==> src/rtl/riscv_opfwd.sv <==
// ---------------------------------------------------------------------------
// riscv_opfwd
//
// Operand-forwarding and capture stage at the ID/EX boundary. For each source
// operand it selects the youngest in-flight result (EX, MEM, WB, DWB) or the
// register-file read data, then registers both operands into EX. Load-use
// hazards stall ID until the load data reaches WB, and the number of stall
// cycles charged to load-use is counted for performance monitoring.
//
// Ports:
//   clk_i, rst_ni                 clock, asynchronous active-low reset
//   id_valid_i                    ID holds a valid instruction
//   id_rs1_i, id_rs2_i            source register indices
//   id_rs1_use_i, id_rs2_use_i    instruction actually reads rs1/rs2
//   rf_rs1_i, rf_rs2_i            register-file read data
//   <stage>_valid_i               stage holds a result-writing instruction
//   <stage>_rd_i, <stage>_r_i     destination index and result per stage
//   ex_load_i, mem_load_i         EX/MEM instruction is a load (no data yet)
//   ex_stall_i                    EX cannot accept; registered outputs hold
//   ex_opa_o, ex_opb_o            registered operands
//   ex_valid_o                    registered operands valid
//   id_stall_o                    combinational ID hold request
//   lu_stall_cnt_o                saturating load-use stall-cycle counter
// ---------------------------------------------------------------------------
module riscv_opfwd #(
    parameter int unsigned MXLEN = 32,
    parameter int unsigned CNT_W = 32
) (
    input  logic             clk_i,
    input  logic             rst_ni,

    input  logic             id_valid_i,
    input  logic [4:0]       id_rs1_i,
    input  logic [4:0]       id_rs2_i,
    input  logic             id_rs1_use_i,
    input  logic             id_rs2_use_i,
    input  logic [MXLEN-1:0] rf_rs1_i,
    input  logic [MXLEN-1:0] rf_rs2_i,

    input  logic             ex_valid_i,
    input  logic             mem_valid_i,
    input  logic             wb_valid_i,
    input  logic             dwb_valid_i,
    input  logic [4:0]       ex_rd_i,
    input  logic [4:0]       mem_rd_i,
    input  logic [4:0]       wb_rd_i,
    input  logic [4:0]       dwb_rd_i,
    input  logic [MXLEN-1:0] ex_r_i,
    input  logic [MXLEN-1:0] mem_r_i,
    input  logic [MXLEN-1:0] wb_r_i,
    input  logic [MXLEN-1:0] dwb_r_i,
    input  logic             ex_load_i,
    input  logic             mem_load_i,

    input  logic             ex_stall_i,

    output logic [MXLEN-1:0] ex_opa_o,
    output logic [MXLEN-1:0] ex_opb_o,
    output logic             ex_valid_o,
    output logic             id_stall_o,
    output logic [CNT_W-1:0] lu_stall_cnt_o
);

    typedef enum logic {
        RUN,
        LDWAIT
    } state_e;

    // Stage bundles, index 0 = EX (youngest) ... 3 = DWB (oldest).
    logic [3:0]            st_valid;
    logic [3:0][4:0]       st_rd;
    logic [3:0][MXLEN-1:0] st_r;
    logic [3:0]            st_fwd_ok;
    logic [3:0]            match1;
    logic [3:0]            match2;

    logic [MXLEN-1:0] opa_sel;
    logic [MXLEN-1:0] opb_sel;
    logic             hazard;

    logic [MXLEN-1:0] opa_d, opa_q;
    logic [MXLEN-1:0] opb_d, opb_q;
    logic             valid_d, valid_q;
    logic [CNT_W-1:0] cnt_d, cnt_q;
    state_e           state_d, state_q;

    assign st_valid  = {dwb_valid_i, wb_valid_i, mem_valid_i, ex_valid_i};
    assign st_rd     = {dwb_rd_i, wb_rd_i, mem_rd_i, ex_rd_i};
    assign st_r      = {dwb_r_i, wb_r_i, mem_r_i, ex_r_i};
    // A load in EX/MEM has no data yet, so its match is not a forwarding
    // source; selection falls through to the next older stage instead.
    assign st_fwd_ok = {1'b1, 1'b1, ~mem_load_i, ~ex_load_i};

    // Per-stage index match; x0 never matches anything.
    always_comb begin
        match1 = '0;
        match2 = '0;
        for (int s = 0; s < 4; s++) begin
            match1[s] = st_valid[s] & (st_rd[s] == id_rs1_i) & (id_rs1_i != 5'd0);
            match2[s] = st_valid[s] & (st_rd[s] == id_rs2_i) & (id_rs2_i != 5'd0);
        end
    end

    // Walk from oldest to youngest so the youngest eligible stage wins.
    // x0 reads as zero whatever the register file returns.
    always_comb begin
        opa_sel = rf_rs1_i;
        opb_sel = rf_rs2_i;
        for (int s = 3; s >= 0; s--) begin
            if (st_fwd_ok[s] && match1[s]) begin
                opa_sel = st_r[s];
            end
            if (st_fwd_ok[s] && match2[s]) begin
                opb_sel = st_r[s];
            end
        end
        if (id_rs1_i == 5'd0) begin
            opa_sel = '0;
        end
        if (id_rs2_i == 5'd0) begin
            opb_sel = '0;
        end
    end

    // Load-use: a used operand matches a load still in EX or MEM.
    assign hazard = id_valid_i &
                    ((id_rs1_use_i & ((match1[0] & ex_load_i) | (match1[1] & mem_load_i))) |
                     (id_rs2_use_i & ((match2[0] & ex_load_i) | (match2[1] & mem_load_i))));

    assign id_stall_o = hazard;

    // Capture, bubble insertion and stall counting. When EX is stalled the
    // stall cycle is attributed to EX, so the load-use counter stays put.
    always_comb begin
        opa_d   = opa_q;
        opb_d   = opb_q;
        valid_d = valid_q;
        cnt_d   = cnt_q;
        if (!ex_stall_i) begin
            if (hazard || !id_valid_i) begin
                valid_d = 1'b0;
            end else begin
                opa_d   = opa_sel;
                opb_d   = opb_sel;
                valid_d = 1'b1;
            end
            if (hazard && (cnt_q != {CNT_W{1'b1}})) begin
                cnt_d = cnt_q + CNT_W'(1);
            end
        end
    end

    // Tracks whether ID is currently waiting on load data.
    always_comb begin
        state_d = state_q;
        case (state_q)
            RUN: begin
                if (hazard && !ex_stall_i) begin
                    state_d = LDWAIT;
                end
            end
            LDWAIT: begin
                if (!hazard) begin
                    state_d = RUN;
                end
            end
            default: state_d = RUN;
        endcase
    end

    always_ff @(posedge clk_i or negedge rst_ni) begin
        if (!rst_ni) begin
            opa_q   <= '0;
            opb_q   <= '0;
            valid_q <= 1'b0;
            cnt_q   <= '0;
            state_q <= RUN;
        end else begin
            opa_q   <= opa_d;
            opb_q   <= opb_d;
            valid_q <= valid_d;
            cnt_q   <= cnt_d;
            state_q <= state_d;
        end
    end

    assign ex_opa_o       = opa_q;
    assign ex_opb_o       = opb_q;
    assign ex_valid_o     = valid_q;
    assign lu_stall_cnt_o = cnt_q;

endmodule

==> config.mk <==
export PLATFORM = sky130hd
export DESIGN_NAME = riscv_opfwd
export DESIGN_NICKNAME = d
export VERILOG_FILES = /design/src/rtl/riscv_opfwd.sv
export SDC_FILE = /design/constraint.sdc
export NUM_CORES = 1
export LEC_CHECK = 0
export ABC_AREA = 0
export CORE_ASPECT_RATIO = 1.1
export CORE_MARGIN = 10
export CORE_UTILIZATION = 46
export DETAILED_ROUTE_END_ITERATION = 7
export GPL_TIMING_DRIVEN = 1
export PLACE_DENSITY_LB_ADDON = 0.2
export SETUP_SLACK_MARGIN = 0.02
export SLEW_MARGIN = 5
export SYNTH_ARGS = -nofsm -noshare
export SYNTH_HDL_FRONTEND = slang
export SYNTH_SLANG_ARGS = --single-unit
export TNS_END_PERCENT = 10
==> constraint.sdc <==
create_clock -name clk_i -period 8 [get_ports clk_i]
set_input_delay 1.6 -clock clk_i [delete_from_list [all_inputs] [get_ports clk_i]]
set_output_delay 1.6 -clock clk_i [all_outputs]
set_load 0.005 [all_outputs]
Word level (Yosys, flattened, before mapping)
Index checks and enable logic that the tools add are counted.
{ "op_classes": {"n_addsub": 1, "eq_ne": 9, "n_mux": 11, "bitwise_logic": 30, "reduce_logical": 13} }
{ "ops": {"columns": ["operator", "n"], "rows": [
  ["2-to-1 mux 32 bit", 10],
  ["equality test 5 bit", 8],
  ["adder 32 x 1 -> 32 bit (second input constant)", 1],
  ["inequality test 32 bit (second input constant)", 1],
  ["AND 1 bit", 23],
  ["logical NOT 5 bit", 2],
  ["nonzero test 5 bit", 2],
  ["logical AND 1 bit", 5],
  ["inverter 1 bit", 4],
  ["AND reduction 2 bit", 2],
  ["OR 1 bit", 3],
  ["logical NOT 1 bit", 1],
  ["logical OR 1 bit", 1],
  ["2-to-1 mux 1 bit", 1]
]} }
{ "totals": {"ff_bits": 97, "in_bits": 234, "out_inout_bits": 98, "wordCells": 68} }

Longest topological paths before layout
Gate-level depths: netlist of run 1.
{ "depth": {"depth_word": 11, "ltp_mapped": 10, "mapped_depth_nobuf": 7} }

Least setup slack after synthesis of run 1
No wires, ideal clock.
{ "synth_path": {"kind": "input to output", "start": "in id_rs2_i[3]", "end": "out id_stall_o", "t_arrival_ns": 3.423, "required_time_ns": 6.400, "slack_ns": 2.977, "path_stages": 8, "n_path_buf": 3, "path_cell_list": "clkbuf_1 or4_4 o21ai_0 nor3_1 nor4_2 buf_4 buf_4 nor2b_1"} }
{ "synth_via": {"elab_chain_cells": 8, "elab_cells_between_ends": 13, "cone_classes": "eq/ne: 2; bitwise: 10; reduce/logical: 1"} }
{ "synth_rtl": {"columns": ["item", "line", "rtl"], "rows": [
  ["start: declaration", "34", "input logic [4:0] id_rs2_i,"],
  ["equality test 5 bit", "100", "match2[s] = st_valid[s] & (st_rd[s] == id_rs2_i) & (id_rs2_i != 5'd0);"],
  ["AND 1 bit (2 in a row)", "100", null],
  ["AND 1 bit", "128", "(id_rs2_use_i & ((match2[0] & ex_load_i) | (match2[1] & mem_load_i))));"],
  ["OR 1 bit (*)", "128", null],
  ["AND 1 bit (*)", "128", null],
  ["OR 1 bit (*)", "127", "((id_rs1_use_i & ((match1[0] & ex_load_i) | (match1[1] & mem_load_i))) |"],
  ["AND 1 bit (*)", "126", "assign hazard = id_valid_i &"],
  ["end: declaration", "60", "output logic id_stall_o,"]
]} }
Every way passes the cells marked *; elsewhere a longest branch is shown, timed or not.

Worst setup path after layout of run 1
{ "layout_path": {"start": "in id_rs1_i[3]", "end": "out id_stall_o"} }
{ "layout_via": {"elab_chain_cells": 8, "elab_cells_between_ends": 13, "cone_classes": "eq/ne: 2; bitwise: 10; reduce/logical: 1"} }
{ "layout_rtl": {"columns": ["item", "line", "rtl"], "rows": [
  ["start: declaration", "33", "input logic [4:0] id_rs1_i,"],
  ["equality test 5 bit", "99", "match1[s] = st_valid[s] & (st_rd[s] == id_rs1_i) & (id_rs1_i != 5'd0);"],
  ["AND 1 bit (2 in a row)", "99", null],
  ["AND 1 bit", "127", null],
  ["OR 1 bit (*)", "127", null],
  ["AND 1 bit (*)", "127", null],
  ["OR 1 bit (*)", "127", null],
  ["AND 1 bit (*)", "126", null]
]} }
Marks and branches as above.

==> results of run 1 <==
==> final timing paths <==
check,startpoint,to,slack [ns],depth (start not counted)
max,id_rs1_i[3],id_stall_o,1.99,8
min,lu_stall_cnt_o[14]$_DFFE_PN0P_,lu_stall_cnt_o[14]$_DFFE_PN0P_,0.48,1
max reg2reg,lu_stall_cnt_o[0]$_DFFE_PN0P_,lu_stall_cnt_o[1]$_DFFE_PN0P_,5.44,6
min reg2reg,lu_stall_cnt_o[14]$_DFFE_PN0P_,lu_stall_cnt_o[14]$_DFFE_PN0P_,0.48,1
max in group asynchronous,rst_ni,lu_stall_cnt_o[31]$_DFFE_PN0P_,5.57,2
min in group asynchronous,rst_ni,lu_stall_cnt_o[19]$_DFFE_PN0P_,1.10,1
==> layer usage <==
metal	share of wire [%]	vias to the layer above	GRT usage, %
li1	-	3803	-
met1	35	4107	34.9
met3	12	125	8.54
met2	48	703	50.9
met5	0.053	-	0
met4	5.5	2	16.7
==> sequential cells by signal, summed over array words and instances (netlist names) <==
| signal | cells |
|---|---|
| ex_valid_o | 1 |
| ex_opb_o | 32 |
| lu_stall_cnt_o | 32 |
| ex_opa_o | 32 |
==> through the flow <==
step / util [%] / hold WS [ns] / cell area [sq um] / cells
5_1_grt: 71.7 / 0.509 / 10800 / 1334
4_1_cts: 71.6 / 0.489 / 10800 / 1330
3_3_place_gp: 69.5 / 0.465 / 10500 / 1314
3_5_place_dp: 69.5 / 0.475 / 10500 / 1314
6_report: 71.7 / 0.482 / 10800 / 1334
2_1_floorplan: - / 0.471 / 7120 / 853
==> area by class of cell <==
class | instances | area, sq um | area share (%)
clock inverter | 6 | 91.3 | 0.843
timing repair buffer | 355 | 3490 | 32.2
antenna | 4 | 10.0 | 0.0924
tap | 196 | 245 | 2.26
multi-input combinational | 658 | 4310 | 39.8
clock buffer | 10 | 229 | 2.11
inverter | 8 | 30.0 | 0.277
sequential | 97 | 2430 | 22.4
==> worst max-delay path: stages <==
cell             delay [ns]
clkdlybuf4s50_1        0.57
xor2_1                 0.23
nor3_1                 0.44
nor4bb_1               0.57
nor4_4                 0.09
buf_4                  0.26
nor2b_1                0.13
clkdlybuf4s50_1        0.51
==> power breakdown <==
part	leakage (nW)	internal, mW	switching, mW	total [mW]
logic	2.62	0.266	0.203	0.469
registers	1.24	0.543	0.0358	0.579
clock network	0.157	0.276	0.202	0.479
total	4.02	1.09	0.441	1.53
==> Yosys cell counts, types with 2 or more instances <==
master	number
buf_4	6
clkbuf_1	69
a22o_1	2
and4_1	3
o31ai_1	34
nand4b_1	2
or4b_2	2
nor2b_1	3
buf_1	2
o21ai_1	30
nand3_1	15
nand4_1	45
nand2_1	109
o21bai_1	2
nand3b_1	2
and2_1	6
nor4_2	2
a211oi_1	2
or4_1	7
nor4_1	10
o31a_1	3
a32o_1	32
o211ai_1	3
buf_2	10
xor2_1	36
or2_2	2
inv_1	8
buf_6	2
nor2_4	2
a222oi_1	27
nor3_1	73
dfrtp_1	97
nor2_1	15
nand2b_1	3
o21ai_0	65
or4_4	2
nor4b_1	5
xnor2_1	35
a31oi_1	30
a221oi_1	3
mux2i_1	32
nor4bb_1	2
and3_1	6
==> logic make-up (layout without fill, tap and decap cells) <==
logic type                 after synthesis  in the layout
other                                    0              4
DFF                                     97             97
xor gates and xnor gates                71             71
adders and majority gates                1              1
muxes                                   33             33
buffers and inverters                   98            379
and+or+nand+nor                        319            319
AOI/OAI and AO/OA                      234            234
==> metrics.txt, run 1 <==
fmax=0.166 GHz; post-synthesis compound-gate area fraction=23.0%; ys async rst share=100%; # rows=47; H-tree depth=3; Mapped Area=7120 sq um; commonest non-fill, non-tap cell in the layout=clkdlybuf4s50_1; failing checks=DRC; min Tclk post-route=6.01 ns; Power, Total=1.53 mW; cts hold-fix bufs=0; adder-cell share of the synthesized area=0.176%; post-synthesis simple-gate area fraction=23.5%; Initial Utilization=47.1%; die area=20900 sq um; Max Root-Sink Buffers=2; Rel. slew slack=27.1%; pre-CTS setup slack=2.05 ns; Yosys reg bits=97; clock root buffer=clkbuf_16; Area contributors post-synth=dfrtp_1 34%, nand2_1 5.7%, nor3_1 5.1%; Setup Skew=0.0111 ns; vias in the first global route=8724; drt pass-1 iters=8; CP arrival=4.41 ns; post-route setup slack=1.99 ns; largest net degree at the start of global routing=83; worst endpoint required time=6.40 ns; Synth Instances=853; top-area cell type share of the netlist area=34.1%; synth-to-layout area growth=52.1%; period utilisation layout=75.1%; fin nets=1364; crit path max fanout=33; commonest non-fill, non-tap cells in the layout=330 x clkdlybuf4s50_1, 109 x nand2_1, 97 x dfrtp_1, 73 x nor3_1, 65 x o21ai_0; pwr/cell area=141 nW/um^2; RSZ-0062 raised after global routing=no; status=finished with violations; prevailing post-synth register cell=dfrtp_1; clock latency on the worst-skew pair=0.35 ns; first-pass GRT wire length=51100 um; post-synthesis mux area share=4.65%; core footprint=15100 sq um; type of origin of the critical path=input port; gr usage total=30.5%; Min-Delay Path Class=flip-flop to flip-flop; setup violators final=0; initial DRC count=1122; Num CTS Buffers=9; leakage=4.02 nW; Setup TNS=0 ns; GP Congestion=0.939; CTS tree=built; final wirelength=34300 um; post_cts resized=0; Setup Buffers After CTS=0; leading area contributor after synthesis=dfrtp_1; via count=8740; CP endpoint kind=output pin; DRC Markers=3; VDD IR max=138 uV; chip width=139 um; syn_area_per_cell=8.35 sq um; remaining global-route overflow=0; initial antenna violation count=5; filler instances=1208; buffers added on ports=331; worst-margin pin slew=1.09 ns; register area share after synthesis=34.1%; main combinational cell family by area after synthesis=simple AND/OR/NAND/NOR gates; vias per cell=6.55; share of layout cells above drive strength 1=4.94%; YS warnings=0; max-cap violations=0; EDFF count, synth=0; Pins Over Slew Limit=0; Final Hold Fails=0; Clock transition at path regs=0.07 ns; Detailed Place HPWL=24900 um; Die Y=151 um; Antenna Nets Post-Route=0; io pins=332; Yosys cell types=50; drt wl/cell=25.7 um; post-synthesis xor/xnor area fraction=8.73%; clock sinks=97; kind of critical path=input port to output pin; Net Count, Synth=1088
Power figures use the tool's default switching activity.
==> inputs of run 2 (changes only) <==
Settings changed: CORE_UTILIZATION 46 to 38.
Clock period 8 ns to 5.3 ns, I/O delays scaled along.
==> run 2 against run 1 <==
  * The run now ends clean
  * Clock power rose by 41%
  * Worst hold slack improved by 0.0038 ns
  * Sequential cell count did not move
  * Cell area rose by 0.61%
  * First-iteration DRC count fell by 12%
  * Combinational power rose by 52%
  * Global-route usage fell by 2.7 points
  * Register-to-register slack got worse by 2.7 ns
  * Critical path type unchanged
  * Critical endpoint unchanged
  * Largest cell class unchanged
==> metrics.txt, run 2 (synthesized netlist as in run 1, its figures left out) <==
cts hold-fix bufs=0; # rows=52; Power, Total=2.26 mW; CP arrival=3.70 ns; Pins Over Slew Limit=0; vias in the first global route=8602; initial antenna violation count=10; Clock transition at path regs=0.07 ns; fmax=0.210 GHz; type of origin of the critical path=input port; placed insts=1364; leakage=4.02 nW; RSZ-0062 raised after global routing=no; pwr/cell area=207 nW/um^2; worst endpoint required time=4.24 ns; max-cap violations=0; Setup Skew=0.00772 ns; Post-Layout Cell Count=1387; Rel. slew slack=16.5%; crit path max fanout=5; clock latency on the worst-skew pair=0.35 ns; largest net degree at the start of global routing=64; drt wl/cell=25.6 um; DRC Markers=0; core footprint=18400 sq um; Antenna Nets Post-Route=0; vias per cell=6.12; GP Congestion=0.954; Sw Share=29.0%; post_cts resized=0; commonest non-fill, non-tap cells in the layout=330 x clkdlybuf4s50_1, 109 x nand2_1, 97 x dfrtp_1, 73 x nor3_1, 65 x o21ai_0; sw power=0.655 mW; synth-to-layout area growth=53.0%; via count=8488; share of power burned in registers=38.7%; clock sinks=97; Min-Delay Path Class=flip-flop to flip-flop; Critical Path Most Common Cell=clkdlybuf4s50_1; setup violators final=0; worst-margin pin slew=1.25 ns; share of layout cells above drive strength 1=5.10%; Setup Buffers After CTS=0; first-pass GRT wire length=52700 um; Detailed Place HPWL=25900 um; Final Hold Fails=0; Setup TNS=0 ns; fin nets=1367; pre-CTS setup slack=0.535 ns; Gate power share=31.5%; CP endpoint kind=output pin; kind of critical path=input port to output pin; Critical-path top delay cell=or4_4; VDD IR max=155 uV; Num CTS Buffers=9; CTS tree=built; Die Y=164 um; filler instances=1698; final wirelength=35500 um; io pins=332; chip width=151 um; H-tree depth=3; commonest non-fill, non-tap cell in the layout=clkdlybuf4s50_1; clock root buffer=clkbuf_16; gr usage total=27.8%; Initial Utilization=38.7%; max incr delay on CP=0.64 ns; Max Root-Sink Buffers=2; drt pass-1 iters=7; post-route setup slack=0.542 ns; min Tclk post-route=4.76 ns; Placement Cell Area=10600 sq um; buffers added on ports=331; crit-path cells=clkdlybuf4s50_1 > or4_4 > o21ai_0 > nor3_1 > nor4_4 > nor2b_1 > clkdlybuf4s50_1; internal power=1.60 mW; Clock Power Share=29.8%; initial DRC count=982; final cell area excluding filler cells=10900 sq um; die area=24600 sq um; remaining global-route overflow=0; status=finished, final reports clean; period utilisation layout=89.8%
## run 2: per-stage QoR
stage	hold slack, ns	utilization, %
finish	0.486	59.2
floorplan	0.471	-
detailed placement	0.474	57.5
global placement	0.467	57.5
CTS	0.490	59.1
global route	0.508	59.2
## run 2: final cells by class
type	count	area, sq um	share of cell area (%)
inverter	8	30.0	0.275
multi-input combinational	658	4310	39.5
sequential	97	2430	22.3
timing repair buffer	358	3510	32.2
clock buffer	12	246	2.26
antenna	7	17.5	0.161
clock inverter	4	51.3	0.471
tap	243	304	2.79
## run 2: power by group through the flow
stage	logic (mW)	clock network [mW]	registers, mW
after floorplan	0.231	0	0.882
after global placement	0.708	0	0.884
after detailed placement	0.710	0	0.885
after CTS	0.713	0.686	0.872
after global routing	0.762	0.720	0.881
final	0.712	0.673	0.873
## run 2: worst max-delay path, delay by kind of cell
family,cells,cell delay [ns]
simple gates,4,1.29
compound gates,1,0.32
buf+inv,2,1.02
## run 2: final timing paths
| check | startpoint | endpoint | slack [ns] | cells past startpoint |
|---|---|---|---|---|
| setup / recovery | id_rs2_i[0] | id_stall_o | 0.54 | 7 |
| hold / removal | ex_opa_o[20]$_DFFE_PN0P_ | ex_opa_o[20]$_DFFE_PN0P_ | 0.49 | 2 |
| setup reg to reg | lu_stall_cnt_o[0]$_DFFE_PN0P_ | lu_stall_cnt_o[1]$_DFFE_PN0P_ | 2.78 | 6 |
| hold reg to reg | ex_opa_o[20]$_DFFE_PN0P_ | ex_opa_o[20]$_DFFE_PN0P_ | 0.49 | 2 |
| max in group asynchronous | rst_ni | ex_opb_o[20]$_DFFE_PN0P_ | 3.50 | 2 |
| min in group asynchronous | rst_ni | ex_opa_o[6]$_DFFE_PN0P_ | 0.81 | 1 |
## run 2: per-layer routing
metal  routed length (um)  global-route usage (%)  up-vias
li1                     -                       -     3816
met1                12900                    32.0     3978
met2                16500                    45.1      578
met3                 4340                    9.44      108
met4                 1720                    13.6        8
met5                   56                       0        -
==> inputs of run 3 (changes only) <==
Settings changed: HOLD_SLACK_MARGIN set to 0.03.
==> results of run 3 <==
No change in the layout: final DEF, timing and power equal those of run 2.
